[src/rtl/mem_arbiter.sv]
// Two-requester (IF / MEM) arbiter for a single valid/ready memory port; one transaction in flight.
// Define ARB_RR_EN for round-robin arbitration; otherwise MEM has fixed priority over IF.
module mem_arbiter #(
    parameter int ADDR_W = 64,
    parameter int DATA_W = 64
) (
    input  logic                  clk,
    input  logic                  rst,
    input  logic                  if_req_valid,
    input  logic [ADDR_W-1:0]     if_req_addr,
    output logic                  if_req_ready,
    output logic                  if_resp_valid,
    output logic [DATA_W-1:0]     if_resp_data,
    input  logic                  mem_req_valid,
    input  logic                  mem_req_wen,
    input  logic [ADDR_W-1:0]     mem_req_addr,
    input  logic [DATA_W-1:0]     mem_req_wdata,
    input  logic [DATA_W/8-1:0]   mem_req_wstrb,
    output logic                  mem_req_ready,
    output logic                  mem_resp_valid,
    output logic [DATA_W-1:0]     mem_resp_data,
    output logic                  bus_req_valid,
    input  logic                  bus_req_ready,
    output logic                  bus_req_wen,
    output logic [ADDR_W-1:0]     bus_req_addr,
    output logic [DATA_W-1:0]     bus_req_wdata,
    output logic [DATA_W/8-1:0]   bus_req_wstrb,
    input  logic                  bus_resp_valid,
    input  logic [DATA_W-1:0]     bus_resp_data,
    output logic                  busy
);

    localparam int STRB_W = DATA_W / 8;

    typedef enum logic [1:0] {
        IDLE = 2'd0,
        REQ  = 2'd1,
        RESP = 2'd2
    } state_t;

    state_t state_q, state_d;
    logic   grant_q;
    logic   pick_mem;
    logic   accept;
    logic   resp_fire;

`ifdef ARB_RR_EN
    // 0 = IF preferred, 1 = MEM preferred; only consulted when both request.
    logic   rr_ptr_q;

    always_comb begin
        pick_mem = mem_req_valid && (!if_req_valid || rr_ptr_q);
    end
`else
    always_comb begin
        pick_mem = mem_req_valid;
    end
`endif

    always_comb begin
        state_d       = state_q;
        accept        = 1'b0;
        resp_fire     = 1'b0;
        if_req_ready  = 1'b0;
        mem_req_ready = 1'b0;
        bus_req_valid = 1'b0;
        busy          = (state_q != IDLE);
        case (state_q)
            IDLE: begin
                // Reset wins over a same-cycle accept so a requester never sees a dropped handshake.
                if (!rst && (if_req_valid || mem_req_valid)) begin
                    accept        = 1'b1;
                    if_req_ready  = !pick_mem;
                    mem_req_ready = pick_mem;
                    state_d       = REQ;
                end
            end
            REQ: begin
                bus_req_valid = 1'b1;
                if (bus_req_ready) begin
                    state_d = RESP;
                end
            end
            RESP: begin
                if (bus_resp_valid) begin
                    resp_fire = 1'b1;
                    state_d   = IDLE;
                end
            end
            default: state_d = IDLE;
        endcase
    end

    always_ff @(posedge clk) begin
        if (rst) begin
            state_q        <= IDLE;
            grant_q        <= 1'b0;
            bus_req_wen    <= 1'b0;
            bus_req_addr   <= '0;
            bus_req_wdata  <= '0;
            bus_req_wstrb  <= '0;
            if_resp_valid  <= 1'b0;
            if_resp_data   <= '0;
            mem_resp_valid <= 1'b0;
            mem_resp_data  <= '0;
`ifdef ARB_RR_EN
            rr_ptr_q       <= 1'b0;
`endif
        end else begin
            state_q        <= state_d;
            if_resp_valid  <= 1'b0;
            mem_resp_valid <= 1'b0;
            if (accept) begin
                grant_q       <= pick_mem;
                bus_req_wen   <= pick_mem && mem_req_wen;
                bus_req_addr  <= pick_mem ? mem_req_addr : if_req_addr;
                bus_req_wdata <= pick_mem ? mem_req_wdata : '0;
                bus_req_wstrb <= pick_mem ? mem_req_wstrb : STRB_W'(0);
`ifdef ARB_RR_EN
                rr_ptr_q      <= !pick_mem;
`endif
            end
            if (resp_fire) begin
                if (grant_q) begin
                    mem_resp_valid <= 1'b1;
                    // Writes return an acknowledge with zero data.
                    mem_resp_data  <= bus_req_wen ? '0 : bus_resp_data;
                end else begin
                    if_resp_valid  <= 1'b1;
                    if_resp_data   <= bus_resp_data;
                end
            end
        end
    end

endmodule

[config.mk]
export PLATFORM = sky130hd
export DESIGN_NAME = mem_arbiter
export DESIGN_NICKNAME = d
export VERILOG_FILES = /design/src/rtl/mem_arbiter.sv
export SDC_FILE = /design/constraint.sdc
export NUM_CORES = 1
export LEC_CHECK = 0
export CAP_MARGIN = 20
export CORE_AREA = 4 4 208 210
export CTS_CLUSTER_SIZE = 16
export DETAILED_ROUTE_END_ITERATION = 6
export DIE_AREA = 0 0 212 214
export PLACE_DENSITY_LB_ADDON = 0.05
export SETUP_SLACK_MARGIN = 0.02
export SYNTH_ARGS = -nofsm -noshare
export SYNTH_HDL_FRONTEND = slang
export SYNTH_SLANG_ARGS = --single-unit
[constraint.sdc]
create_clock -name clk -period 3.3 [get_ports clk]
set_input_delay 0.825 -clock clk [delete_from_list [all_inputs] [get_ports clk]]
set_output_delay 0.825 -clock clk [all_outputs]
set_load 0.02 [all_outputs]
After elaboration in Yosys (flattened, before gate mapping)
Cells that the tools add are included.
{ "totals": {"regBits": 270, "input_bits": 271, "out_inout_bits": 271, "word_cells": 47} }
{ "classes": {"eq_ne": 5, "mux": 19, "bitwise": 2, "reduce_logical": 11} }
{ "ops": {"columns": ["operator", "count"], "rows": [
  ["2-to-1 mux 64 bit", 3],
  ["2-to-1 mux 1 bit", 11],
  ["2-to-1 mux 8 bit", 1],
  ["2-to-1 mux 2 bit", 3],
  ["!= test 2 bit, second input constant", 3],
  ["case mux 2 bit (3 select lines)", 1],
  ["AND reduction 2 bit", 2],
  ["AND reduction 3 bit", 1],
  ["== test 2 x 1 -> 1 bit, second input constant", 1],
  ["== test 2 bit, second input constant", 1],
  ["logical AND 1 bit", 2],
  ["zero test 1 bit", 2],
  ["zero test 2 bit", 1],
  ["NOT 1 bit", 2],
  ["nonzero test 2 bit", 1],
  ["OR reduction 2 bit", 1],
  ["logical OR 1 bit", 1]
]} }

Depth between registers and ports, before layout
{ "depth": {"ltp_word": 4, "ltp_mapped": 6, "mapped_depth_nobuf": 4} }

Worst setup path after synthesis
No wires, ideal clock.
{ "synth_path": {"path_type": "input port to output port", "from": "input if_req_valid", "to": "output if_req_ready", "t_arrival_ns": 1.744, "required_ns": 2.475, "slack_ns": 0.731, "stages": 3, "path_buffers": 2, "cell_sequence": "buf_2 buf_1 nor4b_2"} }
{ "synth_via": {"elab_chain_cells": 4} }
{ "synth_rtl": {"columns": ["item", "line_no", "rtl"], "rows": [
  ["start: declaration", "9", "input logic if_req_valid,"],
  ["logical OR 1 bit", "71", "if (!rst && (if_req_valid || mem_req_valid)) begin"],
  ["logical AND 1 bit", "71", null],
  ["2-to-1 mux 1 bit", "71", null],
  ["2-to-1 mux 1 bit", "68", "case (state_q)"],
  ["end: declaration", "11", "output logic if_req_ready,"]
]} }
No other way between the ends.

Final worst setup path
{ "layout_path": {"from": "register state_q[1]", "to": "output busy"} }
{ "layout_via": {"elab_chain_cells": 1} }
{ "layout_rtl": {"columns": ["item", "line_no", "rtl"], "rows": [
  ["start: declaration", "41", "state_t state_q, state_d;"],
  ["start signal: assignment", "110", "state_q <= state_d;"],
  ["nonzero test 2 bit", "67", "busy = (state_q != IDLE);"],
  ["end: declaration", "30", "output logic busy"]
]} }
No other way between the ends.

==> metrics.cfg <==
[status]
status = finished with violations
violations = slew limit

[setup_path]
regToRegEndpoint = bus_req_addr[41]
r2r_start = state_q[1]
cp_cell_sequence = nor2_2, inv_2, clkdlybuf4s50_1
cp_top_family = buffers and inverters
crit_start = state_q[1]
cp_data_arrival_time_ps = 2130
cp-start-kind = flip-flop
path_max_fanout = 8
max_stage_delay_ps = 780
ff2ff_path_depth = 6
crit_slowest_cell = clkdlybuf4s50_1
endpoint_kind = primary output
crit_buf_inv = 2
crit_required_ps = 2470
rrSetupSlack_ps = 1060
critical_path_class = reg2out

[grt]
gr-usage-all-layers_pct = 18.8
grt_max_degree = 209
grt_overflow = 0
antenna_found_initial = 7
grt_pass1_wl_um = 66600
grt_pass1_vias = 10500

[sta]
setup_ws_ps = 348
fin_tns_setup_ps = 0
min_period_over_period_pct = 89.4
hold_ws_ps = 449
setup_viol = 0
skew_ps = 9.21
max_freq_mhz = 339
final-max-slew-violation-count = 64
grt_setup_unrepaired = false
worst_pin_slew_ps = 1550
min_period_ps = 2950
slew_headroom_pct = -3.24
hold_viol = 0

[synthesis]
yosys.area.top_type = dfxtp_1
synth_cell_types = 27
syn_avg_cell_area_sq_um = 8.18
synthesis.area_sq_um = 10400
yosys-top-cells-area = dfxtp_1, nand2_1, a21oi_1, o21ai_0, a22o_1
syn_inst = 1269
synth_top_area_share_pct = 52.1
ys_ff_latch = 270
seq_area_frac_synth_pct = 52.1
yosys_warnings = 0
syn_nets = 1540

[power]
vdd_ir_drop_max_uv = 278
switchingPower_mw = 2.20
comb_power_share_pct = 16.5
power_frac_seq_pct = 41.5
p_per_area_nw_per_um2 = 489
p_leak_nw = 6.07
netSwitchingFraction_pct = 26.1
p_int_mw = 6.22
power_frac_clock_pct = 42.0

[place]
place_ws_ps = 420
place_hpwl_um = 30800
portBuffers = 541
gp_congestion = 0.788
placedCellCount = 2252

[routing]
via_per_inst = 4.56
firstDrtPassIters = 5
ant_nets = 0
drt_iter0_markers = 540
wl_per_cell_um = 19.5
drt_wl_total_um = 45200
via_count = 10500
post-route-drc-count = 0

[final_layout]
layout_commonest_cell = clkdlybuf4s50_1
syn_to_final_growth_pct = 65.9
nets = 2020
mostFrequentLayoutCells = clkdlybuf4s50_1, nand2_1, dfxtp_1
fill_cells = 4246
drive_gt1_share_pct = 4.63
fin_cells = 2313
post-route-util_pct = 41.4

[cts]
cts_tree = done
post_cts_buffers = 0
numCtsBuffers = 34
clock-sinks = 270
hold_buffers = 0
clock-root-buffer = clkbuf_16
h-tree-depth = 2
insertion_delay_ps = 520
clk_pin_slew_worst_paths_ps = 50
clock_path_buffers = 3

[run]
drv_cap = 0

[floorplan]
core_area_sq_um = 41600
die_h_um = 214
row_count = 75
dieArea_sq_um = 45400
die_x_um = 212
io_pins = 542
start_util_pct = 25.0

[min_path]
hold_path_end = mem_resp_data[27]
holdPathStages = 2
hp-class = reg2reg
min_from = mem_resp_data[27]

==> timing repair <==
item                                    in CTS  in global routing
endpoints found under the setup margin       0                  1
hold endpoints to repair                     0                  0
resized for setup                            0                  1
==> layout make-up <==
class / count / area [sq um] / share of cell area, %
sequential: 270 / 5410 / 31.4
clock inverter: 7 / 38.8 / 0.225
timing repair buffer: 559 / 5630 / 32.7
tap: 539 / 674 / 3.92
clock buffer: 50 / 1010 / 5.88
antenna: 4 / 10.0 / 0.0581
multi-input combinational: 882 / 4430 / 25.7
inverter: 2 / 7.51 / 0.0436
==> logic make-up (layout without fill, tap and decap cells) <==
kind of cell | Yosys count | count (layout) | synth area share [%]
other | 0 | 4 | 0
AND/OR/NAND/NOR | 475 | 475 | 20.2
AO/OA/AOI/OAI | 407 | 407 | 22.1
buffers and inverters | 117 | 618 | 5.65
flip-flops | 270 | 270 | 52.1
==> worst min-delay path: cells and delay by family, from the launching register on <==
family	cells	cell delay, ps
AND/OR/NAND/NOR	1	50
flip-flops	1	300
AO/OA/AOI/OAI	1	50
==> stage by stage <==
stage               instance area, sq um  power, mW
global route                       17200       8.81
global placement                   16200       4.96
finish                             17200       8.42
detailed placement                 16200       4.96
floorplan                          10400       4.15
CTS                                17200       8.59
==> power groups by stage <==
stage | clock network (mW) | registers [mW] | logic (mW)
2_1_floorplan | 0 | 3.72 | 0.431
3_3_place_gp | 0 | 3.55 | 1.41
3_5_place_dp | 0 | 3.56 | 1.40
4_1_cts | 3.69 | 3.49 | 1.41
5_1_grt | 3.82 | 3.51 | 1.49
6_report | 3.54 | 3.49 | 1.39
==> worst max path at each step <==
| stage | end | cells past startpoint | slack (ps) |
|---|---|---|---|
| global route | busy | 3 | 220 |
| finish | busy | 3 | 350 |
| detailed placement | if_req_ready | 3 | 420 |
| CTS | if_req_ready | 4 | 100 |
| global placement | if_req_ready | 3 | 410 |
| floorplan | if_req_ready | 3 | 730 |
==> state kept, by name, indices dropped and copies added, names as in the netlist <==
name and cells:
bus_req_wstrb 8, mem_resp_valid 1, mem_resp_data 64, grant_q 1
bus_req_wen 1, bus_req_addr 64, state_q 2, bus_req_wdata 64
if_resp_data 64, if_resp_valid 1
==> per-layer routing <==
metal / share of wire [%] / global-route usage (%) / vias to the layer above / routed length, um
met2: 48 / 31.6 / 322 / 21900
met3: 8.3 / 7.47 / 60 / 3740
li1: - / - / 5254 / -
met1: 41 / 22.2 / 4894 / 18500
met5: 0.095 / 0 / - / 43
met4: 2.2 / 5.34 / 6 / 1010
==> synthesized netlist by cell type (all sizes together) <==
cell type / number
nor4b: 1
nand2: 394
a21oi: 203
a22o: 64
inv: 2
buf: 66
dfxtp: 270
or2: 1
clkbuf: 49
o21ai: 138
and4b: 1
nor2: 9
nor4bb: 1
nor2b: 1
nand4bb: 1
nor3b: 1
nand4b: 1
a22oi: 2
nand3b: 64
Note: power is estimated with default switching activity, not from simulation.
